===== src/rtl/eth_sd_sector_writer.sv =====
// Turns show-ahead FIFO words into 512-byte SD sector writes: one start pulse per
// sector, one data word per controller request, ring-addressed sectors.
module eth_sd_sector_writer #(
    parameter int          SECTOR_WORDS = 128,
    parameter logic [31:0] START_SECTOR = 32'd8192,
    parameter logic [31:0] MAX_SECTORS  = 32'd65536
) (
    input  logic        rd_clk,
    input  logic        rd_rst,
    input  logic        enable,
    input  logic        sd_init_done,
    input  logic        fifo_rd_vld,
    input  logic [31:0] fifo_rd_data,
    output logic        fifo_rd_en,
    output logic        sd_wr_start,
    output logic [31:0] sd_wr_sec_addr,
    input  logic        sd_wr_busy,
    input  logic        sd_wr_req,
    output logic [31:0] sd_wr_data,
    output logic [31:0] sec_cnt,
    output logic        underrun,
    output logic        active
);

    localparam int          WCW       = $clog2(SECTOR_WORDS) + 1;
    localparam logic [WCW-1:0] LAST_WORD = WCW'(SECTOR_WORDS - 1);
    localparam logic [31:0] LAST_ADDR = START_SECTOR + MAX_SECTORS - 32'd1;

    typedef enum logic [1:0] {S_IDLE, S_START, S_XFER, S_WAIT_DONE} state_t;

    state_t         r_state, w_next;
    logic [31:0]    r_cur_addr;
    logic [WCW-1:0] r_word_cnt;
    logic           r_seen_busy;
    logic [31:0]    r_sec_addr;
    logic [31:0]    r_wr_data;
    logic [31:0]    r_sec_cnt;
    logic           r_underrun;
    logic           w_pop;
    logic           w_take_req;
    logic           w_done;

    always_ff @(posedge rd_clk or posedge rd_rst) begin
        if (rd_rst) r_state <= S_IDLE;
        else        r_state <= w_next;
    end

    always_comb begin
        w_next     = r_state;
        w_pop      = 1'b0;
        w_take_req = 1'b0;
        w_done     = 1'b0;
        case (r_state)
            S_IDLE: begin
                if (enable && sd_init_done && fifo_rd_vld && !sd_wr_busy)
                    w_next = S_START;
            end
            S_START: w_next = S_XFER;
            S_XFER: begin
                if (sd_wr_req) begin
                    w_take_req = 1'b1;
                    w_pop      = fifo_rd_vld;
                    if (r_word_cnt == LAST_WORD) w_next = S_WAIT_DONE;
                end
            end
            S_WAIT_DONE: begin
                // Busy must have been observed high first, so an idle controller
                // cannot complete the sector before it has even started writing.
                if (r_seen_busy && !sd_wr_busy) begin
                    w_done = 1'b1;
                    w_next = S_IDLE;
                end
            end
            default: w_next = S_IDLE;
        endcase
    end

    always_ff @(posedge rd_clk or posedge rd_rst) begin
        if (rd_rst) begin
            r_cur_addr  <= START_SECTOR;
            r_word_cnt  <= '0;
            r_seen_busy <= 1'b0;
            r_sec_addr  <= START_SECTOR;
            r_wr_data   <= 32'd0;
            r_sec_cnt   <= 32'd0;
            r_underrun  <= 1'b0;
        end else begin
            // Latch the address on the way into START so it is already valid
            // during the start pulse.
            if (r_state == S_IDLE && w_next == S_START)
                r_sec_addr <= r_cur_addr;

            if (r_state == S_START)
                r_word_cnt <= '0;
            else if (w_take_req)
                r_word_cnt <= r_word_cnt + 1'b1;

            if (w_take_req) begin
                if (fifo_rd_vld) begin
                    r_wr_data <= fifo_rd_data;
                end else begin
                    r_wr_data  <= 32'd0;
                    r_underrun <= 1'b1;
                end
            end

            if (w_done)
                r_seen_busy <= 1'b0;
            else if ((r_state == S_START || r_state == S_XFER) && sd_wr_busy)
                r_seen_busy <= 1'b1;

            if (w_done) begin
                r_sec_cnt  <= r_sec_cnt + 32'd1;
                r_cur_addr <= (r_cur_addr == LAST_ADDR) ? START_SECTOR : r_cur_addr + 32'd1;
            end
        end
    end

    assign fifo_rd_en     = w_pop;
    assign sd_wr_start    = (r_state == S_START);
    assign sd_wr_sec_addr = r_sec_addr;
    assign sd_wr_data     = r_wr_data;
    assign sec_cnt        = r_sec_cnt;
    assign underrun       = r_underrun;
    assign active         = (r_state != S_IDLE);

endmodule

===== config.mk =====
export PLATFORM = sky130hd
export DESIGN_NAME = eth_sd_sector_writer
export DESIGN_NICKNAME = d
export VERILOG_FILES = /design/src/rtl/eth_sd_sector_writer.sv
export SDC_FILE = /design/constraint.sdc
export NUM_CORES = 1
export LEC_CHECK = 0
export CAP_MARGIN = 20
export CORE_UTILIZATION = 27
export CTS_CLUSTER_DIAMETER = 30
export DETAILED_ROUTE_END_ITERATION = 7
export GPL_TIMING_DRIVEN = 0
export HOLD_SLACK_MARGIN = 0.12
export PLACE_DENSITY = 0.55
export SKIP_CTS_REPAIR_TIMING = 1
export SLEW_MARGIN = 40
export SYNTH_ARGS = -nofsm -noshare
export SYNTH_HDL_FRONTEND = slang
export SYNTH_SLANG_ARGS = --single-unit

===== constraint.sdc =====
create_clock -name rd_clk -period 4 [get_ports rd_clk]
set_input_delay 0.6 -clock rd_clk [delete_from_list [all_inputs] [get_ports rd_clk]]
set_output_delay 0.6 -clock rd_clk [all_outputs]
set_load 0.02 [all_outputs]

==> flow_metrics.tcl, run 1 <==
set metrics [dict create \
    clock_latency_ns 0.42 \
    critPathBufInv 2 \
    p_sw_frac 0.296 \
    gp_congestion 0.798 \
    critPathTopFamily "buffers and inverters" \
    syn_to_final_growth_pct 41.2 \
    rows 54 \
    viasPerCell 4.57 \
    numCtsBuffers 17 \
    grt_first_pass_wirelength_mm 25.1 \
    end_kind "output pin" \
    setup_ws_ns 1.37 \
    preCtsSetupSlack_ns 0.985 \
    tritoncts "done" \
    pwr-share-comb 0.241 \
    cp.depth 4 \
    cts.sink_count 140 \
    tightest_slew_ns 0.672 \
    clkTransAtPathRegs_ns 0.06 \
    hold_path.class "reg -> reg" \
    grt_max_degree 25 \
    chipHeight_um 152 \
    worstSetupStartpointType "flop" \
    min_path_cells 2 \
    p_int_mw 3.13 \
    pwr-share-clk 0.371 \
    ys_types 43 \
    seq_power_share 0.388 \
    leakage_nw 3.98 \
    drt_wl_total_mm 14.8 \
    synthCells 557 \
    crit_required_ns 3.40 \
    reg2regPathDepth 5 \
    worstPathCellList "inv_1, ha_1, and3_1, clkdlybuf4s50_1" \
    yosysSeqAreaShare 0.574 \
    power_density_mw_per_mm2 516 \
    core_area_mm2 0.0220 \
    start_util 0.277 \
    switchingPower_mw 1.32 \
    final_common_cell "dfrtp_1" \
    ant_nets 0 \
    synth_warnings 0 \
    firstDrtPassIters 7 \
    status "finished, violations left" \
    cap_violations 0 \
    place.detailed.hpwl_mm 10.8 \
    finalSetupViolCount 0 \
    mostFrequentLayoutCells "138 x dfrtp_1, 137 x clkdlybuf4s50_1, 97 x nand2_1" \
    nNetsFinal 766 \
    antenna_found_initial 0 \
    drt_iter0_markers 166 \
    htreeDepth 4 \
    clk_path_buf_depth 2 \
    fmax_mhz 380 \
    setup_tns_ns 0 \
    syn_nets 603 \
    portBuffers 137 \
    pin_count 139 \
    clock_skew_ns 0.0122 \
    ys_ff_latch 140 \
    violations "design-rule violations" \
    critPathArrivalTime_ns 2.03 \
    syn_area_mm2 0.00610 \
    grt_pass1_vias 4647 \
    slew_viol_final 0 \
    grt-ovfl-total 0 \
    antenna_cells 0 \
    irDropWorstVdd_mv 0.229 \
    wl_per_cell_um 14.6 \
    max-slew-margin-rel 0.549 \
    grt_use_total 0.138 \
    report.final.hold_viol_count 0 \
    min_period_ns 2.63 \
    drive_above_1_share 0.112 \
    syn_area_per_cell_um2 11.0 \
    critPathMaxStageDelay_ns 0.63 \
    die-area_mm2 0.0232 \
    finalCritPeriodShare 0.658 \
    setup.worst_path.class "reg -> out" \
    slowest_stage "clkdlybuf4s50_1" \
    power_mw 4.45 \
    die_w_um 152 \
    fin_util 0.391 \
    path_max_fanout 7 \
    clockRootBuffer "clkbuf_16" \
    vias 4624 \
    rsz0062_at_grt "no" \
    drc_errors 11 \
]
-- power groups by stage --
| stage | registers [mW] | clock network [mW] | logic, mW |
|---|---|---|---|
| global placement | 1.75 | 0 | 1.07 |
| floorplan | 1.92 | 0 | 0.398 |
| finish | 1.73 | 1.65 | 1.07 |
| detailed placement | 1.75 | 0 | 1.09 |
| CTS | 1.73 | 1.71 | 1.10 |
| global route | 1.75 | 1.77 | 1.17 |
-- through the flow --
stage	hold WS, ns	instance area (um2)	instances
floorplan	0.460	6110	557
global placement	0.449	7830	974
detailed placement	0.455	8000	981
CTS	0.465	8620	1012
global route	0.470	8620	1012
finish	0.460	8620	1012
-- layout make-up --
cell class | instances | area [um2]
Inverter | 9 | 37.5
Fill cell | 2169 | 13400
Buffer | 26 | 111
Timing Repair Buffer | 144 | 1540
Clock buffer | 22 | 484
Multi-Input combinational cell | 382 | 2450
Clock inverter | 9 | 134
Tap cell | 280 | 350
Sequential cell | 140 | 3510
-- sequential cells by signal, indices dropped and copies added (netlist names) --
name	cells
r_cur_addr	32
r_seen_busy	1
r_state	2
r_word_cnt	8
sd_wr_data	32
sd_wr_sec_addr	32
sec_cnt	32
underrun	1
-- worst reg2reg max path: cells and delay by family, from the launching register on --
family,cells,cell delay [ns]
DFF,1,0.43
and+or+nand+nor,4,1.67
adders and majority gates,1,0.33
-- path summary, 6_finish.rpt --
check,slack (ns),to,start
hold reg to reg,0.46,sd_wr_data[18]$_DFFE_PP0P_,sd_wr_data[18]$_DFFE_PP0P_
min in group asynchronous,0.48,sd_wr_data[27]$_DFFE_PP0P_,rd_rst
setup / recovery,1.37,fifo_rd_en,r_state[0]$_DFF_PP0_
hold / removal,0.46,sd_wr_data[18]$_DFFE_PP0P_,sd_wr_data[18]$_DFFE_PP0P_
setup reg to reg,1.50,r_cur_addr[13]$_DFFE_PP1P_,r_state[1]$_DFF_PP0_
max in group asynchronous,2.80,r_cur_addr[1]$_DFFE_PP0P_,rd_rst
-- cell usage after synthesis, drive strengths merged --
library cell / number / area (um2)
or3: 1 / 6.26
nand2: 97 / 364
nand2b: 2 / 12.5
o21ai: 6 / 30.0
inv: 9 / 33.8
xor2: 27 / 236
a31oi: 2 / 12.5
clkbuf: 18 / 68.8
nor2: 22 / 82.6
and3: 14 / 87.6
and2: 6 / 37.5
a311oi: 1 / 8.76
nand3b: 1 / 7.51
o22ai: 1 / 6.26
mux2: 30 / 338
and4: 8 / 70.1
nor4: 11 / 90.1
xnor2: 39 / 342
o21bai: 1 / 7.51
o41ai: 2 / 17.5
ha: 7 / 87.6
nor3: 11 / 55.1
nand4b: 2 / 17.5
dfrtp: 138 / 3450
and4b: 2 / 20.0
buf: 8 / 42.5
a21oi: 5 / 25.0
nand3: 49 / 245
or4: 1 / 7.51
nor3b: 1 / 12.5
nand4: 28 / 188
dfstp: 2 / 52.6
nor4b: 2 / 17.5
or2: 1 / 6.26
a211oi: 1 / 7.51
nor2b: 1 / 6.26
-- logic make-up after synthesis --
logic type	after synthesis	share of synthesized area
AND/OR/NAND/NOR	260	0.219
flip-flops	140	0.574
XOR/XNOR	66	0.0947
buffers and inverters	35	0.0238
multiplexers	30	0.0553
AO/OA/AOI/OAI	19	0.0189
adder cells (fa/ha/maj)	7	0.0143
-- routing by layer --
layer,vias to the layer above,track usage,part of all wire
met5,-,0,0
met4,0,0.0423,0.0097
met3,12,0.0452,0.061
met2,110,0.215,0.47
met1,2245,0.180,0.46
li1,2257,-,-
(Power assumes the default switching activity.)
==> run 2: changes to the inputs <==
Settings changed: PLACE_DENSITY 0.55 to 0.53.
Clock period 4 ns to 2.7 ns, I/O delays scaled along.
==> run 2 against run 1 <==
The run still ends with design-rule violations left; sequential power increased by 48%; design area increased by 0.20%; register-to-register slack got worse by 1.2 ns; combinational power increased by 49%; power increased by 49%; clock skew increased by 0.0012 ns; first-iteration DRC count increased by 33%; cell count about the same; die area unchanged; core utilization increased by 0.079 points; largest cell class unchanged; highest routed layer unchanged.
==> flow_metrics.tcl, run 2 (synthesis gave the netlist of run 1 again) <==
set metrics [dict create \
    syn_to_final_growth_pct 41.5 \
    setup.worst_path.class "reg -> out" \
    clock_latency_ns 0.42 \
    wl_per_cell_um 14.7 \
    worstSetupStartpointType "flop" \
    portBuffers 137 \
    grt_first_pass_wirelength_mm 24.8 \
    die-area_mm2 0.0232 \
    grt-ovfl-total 0 \
    leakage_nw 3.98 \
    fin_util 0.392 \
    drt_iter0_markers 220 \
    power_density_mw_per_mm2 769 \
    hold_path.class "in -> async" \
    start_util 0.277 \
    drc_errors 5 \
    antenna_found_initial 0 \
    nNetsFinal 766 \
    cts.sink_count 140 \
    clockRootBuffer "clkbuf_16" \
    path_max_fanout 7 \
    drt_wl_total_mm 14.9 \
    critPathMaxStageDelay_ns 0.62 \
    reg2regPathDepth 5 \
    pin_count 139 \
    ant_nets 0 \
    final_common_cell "dfrtp_1" \
    grt_max_degree 24 \
    rows 54 \
    gp_congestion 0.764 \
    antenna_cells 0 \
    report.final.hold_viol_count 0 \
    die_w_um 152 \
    irDropWorstVdd_mv 0.382 \
    clk_path_buf_depth 2 \
    viasPerCell 4.59 \
    violations "design-rule violations" \
    max-slew-margin-rel 0.627 \
    r2r_setup_slack_ns 0.33 \
    critPathArrivalTime_ns 2.06 \
    worstPathCellList "inv_1, ha_1, and3_1, clkdlybuf4s50_1" \
    vias 4645 \
    status "finished, violations left" \
    rr_startpoint "r_state[1]$_DFF_PP0_" \
    core_area_mm2 0.0220 \
    cap_violations 0 \
    min_period_ns 2.46 \
    tightest_slew_ns 0.555 \
    rsz0062_at_grt "no" \
    tritoncts "done" \
    mostFrequentLayoutCells "138 x dfrtp_1, 137 x clkdlybuf4s50_1, 97 x nand2_1" \
    place.detailed.hpwl_mm 10.5 \
    firstDrtPassIters 8 \
    end_kind "output pin" \
    r2r_end "r_cur_addr[7]$_DFFE_PP0P_" \
    chipHeight_um 152 \
    slowest_stage "clkdlybuf4s50_1" \
    slew_viol_final 0 \
    clkTransAtPathRegs_ns 0.07 \
    drive_above_1_share 0.115 \
    grt_use_total 0.134 \
    finalSetupViolCount 0 \
    preCtsSetupSlack_ns -0.122 \
    htreeDepth 4 \
    numCtsBuffers 17 \
    crit_required_ns 2.30 \
    fmax_mhz 406 \
    clock_skew_ns 0.0134 \
    finalCritPeriodShare 0.912 \
    grt_pass1_vias 4571 \
    setup_ws_ns 0.236 \
]
==> run 2: cell count changes in the layout (fill, tap and decap cells not counted) <==
cell	change
inv_6	+3
nor4_1	-1
clkinv_4	+2
clkbuf_8	-3
buf_12	-1
inv_8	+1
nor4_2	+1
clkinv_2	-2
buf_16	+1
==> run 2: per-layer routing <==
layer,global-route usage,vias to the layer above,share of wire
li1,-,2253,-
met3,0.0404,11,0.052
met1,0.190,2270,0.51
met5,0,-,0
met2,0.194,111,0.43
met4,0.0432,0,0.0089
==> run 2: layout make-up <==
type,instances,area (um2)
Clock buffer,19,443
Sequential cell,140,3510
Tap cell,280,350
Inverter,9,37.5
Fill cell,2193,13400
Buffer,26,111
Timing Repair Buffer,144,1550
Multi-Input combinational cell,382,2460
Clock inverter,13,179
==> run 2: where the power goes <==
| group | total, mW | switching [mW] | leakage, nW | internal (mW) |
|---|---|---|---|---|
| logic | 1.59 | 0.873 | 1.79 | 0.714 |
| registers | 2.56 | 0.194 | 1.89 | 2.37 |
| clock network | 2.49 | 0.982 | 0.301 | 1.51 |
==> run 2: worst max path at each step <==
stage	start	end	slack (ns)	cells after the start
floorplan	rd_rst	r_cur_addr[0]$_DFFE_PP0P_	0.55	1
detailed placement	sd_wr_busy	r_cur_addr[5]$_DFFE_PP0P_	-0.12	5
finish	r_state[0]$_DFF_PP0_	fifo_rd_en	0.24	4
global route	r_state[1]$_DFF_PP0_	r_cur_addr[11]$_DFFE_PP0P_	0.09	5
CTS	r_state[1]$_DFF_PP0_	r_cur_addr[7]$_DFFE_PP0P_	0.15	5
global placement	rd_rst	sec_cnt[23]$_DFFE_PP0P_	-0.91	2
==> run 2: critical path, delay by kind of cell (launching register included) <==
kind | cells | cell delay (ns)
adders and majority gates | 1 | 0.30
DFF | 1 | 0.43
buffers and inverters | 2 | 0.72
and+or+nand+nor | 1 | 0.20
==> run 2: stage by stage <==
step                      instances  total power [mW]  cell area (um2)  setup TNS, ns  hold WS [ns]
final                          1013              6.64             8630              0         0.326
after detailed placement        981              4.21             8010          -1.84         0.455
after global placement          974              4.17             7830        -125.04         0.450
after global routing           1013              6.99             8630              0         0.334
after CTS                      1013              6.76             8630              0         0.311
after floorplan                 557              3.43             6110              0         0.460
==> run 3: changes to the inputs <==
Settings changed: GPL_TIMING_DRIVEN 0 to not set.
==> run 3 against run 2 <==
The flow still finishes with violations (design-rule violations); clock skew rose by 0.0042 ns; register-to-register slack barely moved; die area did not move; clock power rose by 2%.
==> flow_metrics.tcl, run 3 (synthesis gave the netlist of run 1 again) <==
set metrics [dict create \
    status "finished, violations left" \
    violations "design-rule violations" \
    setup.worst_path.class "reg -> out" \
    rr_startpoint "r_state[1]$_DFF_PP0_" \
    vias 4677 \
    drt_iter0_markers 200 \
    viasPerCell 4.72 \
    grt-ovfl-total 0 \
    mostFrequentLayoutCells "138 x clkdlybuf4s50_1, 138 x dfrtp_1, 97 x nand2_1" \
    gp_congestion 0.815 \
    rsz0062_at_grt "no" \
    setup_ws_ns 0.225 \
    chipHeight_um 152 \
    antenna_cells 0 \
    cts.sink_count 140 \
    firstDrtPassIters 6 \
    fillers 2128 \
    finalSetupViolCount 0 \
    irDropWorstVdd_mv 0.466 \
    finalCritPeriodShare 0.917 \
    grt_pass1_vias 4949 \
    setup_tns_ns 0 \
    antenna_found_initial 0 \
    gr-usage-met3 0.0398 \
    drive_above_1_share 0.113 \
    clockRootBuffer "clkbuf_16" \
    leakage_nw 3.93 \
    grt.met2_usage 0.221 \
    preCtsSetupSlack_ns 0.276 \
    tightest_slew_ns 0.503 \
    cap_violations 0 \
    numCtsBuffers 17 \
    grt_first_pass_wirelength_mm 25.5 \
    syn_to_final_growth_pct 39.3 \
    wl_per_cell_um 15.3 \
    fmax_mhz 404 \
    min_period_ns 2.48 \
    reg2regPathDepth 5 \
    busiest_layer "met2" \
    clock_skew_ns 0.0176 \
    report.final.hold_viol_count 0 \
    slew_viol_final 0 \
    portBuffers 138 \
    nNetsFinal 745 \
    rows 54 \
    worstSetupStartpointType "flop" \
    htreeDepth 4 \
    ant_nets 0 \
    power_mw 6.70 \
    max-slew-margin-rel 0.665 \
    crit_required_ns 2.30 \
    grt_use_met1 0.178 \
    pin_count 139 \
    r2r_end "r_cur_addr[31]$_DFFE_PP0P_" \
    grt_use_total 0.138 \
    clock_latency_ns 0.41 \
    hold_path.class "in -> async" \
    critPathArrivalTime_ns 2.07 \
    clk_path_buf_depth 2 \
    drt_wl_total_mm 15.2 \
    end_kind "output pin" \
    tritoncts "done" \
    grt_max_degree 44 \
    place.detailed.hpwl_mm 10.7 \
    r2r_setup_slack_ns 0.34 \
    core_area_mm2 0.0220 \
    die_w_um 152 \
    power_density_mw_per_mm2 788 \
    die-area_mm2 0.0232 \
    clkTransAtPathRegs_ns 0.06 \
    path_max_fanout 10 \
    start_util 0.277 \
    drc_errors 6 \
]
## run 3: changes by cell type in the layout (fill, tap and decap cells not counted), moves of 2 or more
| cell | delta |
|---|---|
| bufinv_16 | +2 |
| buf_16 | -5 |
| inv_6 | -5 |
| buf_1 | -3 |
| clkbuf_1 | -16 |
| clkinv_2 | +2 |
| buf_2 | -4 |
| buf_4 | +7 |
| buf_12 | +2 |
## run 3: how the worst max path moves through the flow
stage | from | slack (ns) | endpoint
after floorplan | rd_rst | 0.55 | r_cur_addr[0]$_DFFE_PP0P_
after global placement | fifo_rd_vld | 0.29 | fifo_rd_en
after detailed placement | sd_wr_busy | 0.28 | r_cur_addr[31]$_DFFE_PP0P_
after CTS | r_state[0]$_DFF_PP0_ | 0.19 | fifo_rd_en
after global routing | r_state[1]$_DFF_PP0_ | 0.09 | sd_wr_start
final | r_state[1]$_DFF_PP0_ | 0.22 | sd_wr_start
## run 3: power by group
group,internal (mW),switching [mW]
sequential,2.37,0.195
clock,1.66,0.890
combinational,0.714,0.873
## run 3: per-layer routing
| layer | share of wire | wire length, um |
|---|---|---|
| met5 | 0 | 0 |
| met4 | 0.0094 | 143 |
| met3 | 0.055 | 843 |
| met2 | 0.47 | 7090 |
| met1 | 0.47 | 7130 |
## run 3: metrics by stage
stage | instances | hold slack [ns] | area [um2] | util
2_1_floorplan | 557 | 0.460 | 6110 | -
3_3_place_gp | 960 | 0.450 | 7860 | 0.357
3_5_place_dp | 960 | 0.456 | 7860 | 0.357
4_1_cts | 991 | 0.347 | 8500 | 0.386
5_1_grt | 991 | 0.360 | 8500 | 0.386
6_report | 991 | 0.350 | 8500 | 0.386
## run 3: worst max-delay path, stage by stage, from the launching register on
cell	delay, ns
dfrtp_1	0.44
inv_1	0.10
ha_1	0.38
clkdlybuf4s50_1	0.74
## run 3: layout make-up
| type | count | area, um2 | share of cell area |
|---|---|---|---|
| sequential | 140 | 3510 | 0.412 |
| multi-input combinational | 382 | 2460 | 0.289 |
| timing repair buffer | 149 | 1510 | 0.178 |
| clock buffer | 20 | 447 | 0.0525 |
| tap | 280 | 350 | 0.0412 |
| clock inverter | 11 | 193 | 0.0227 |
| inverter | 9 | 37.5 | 0.00441 |
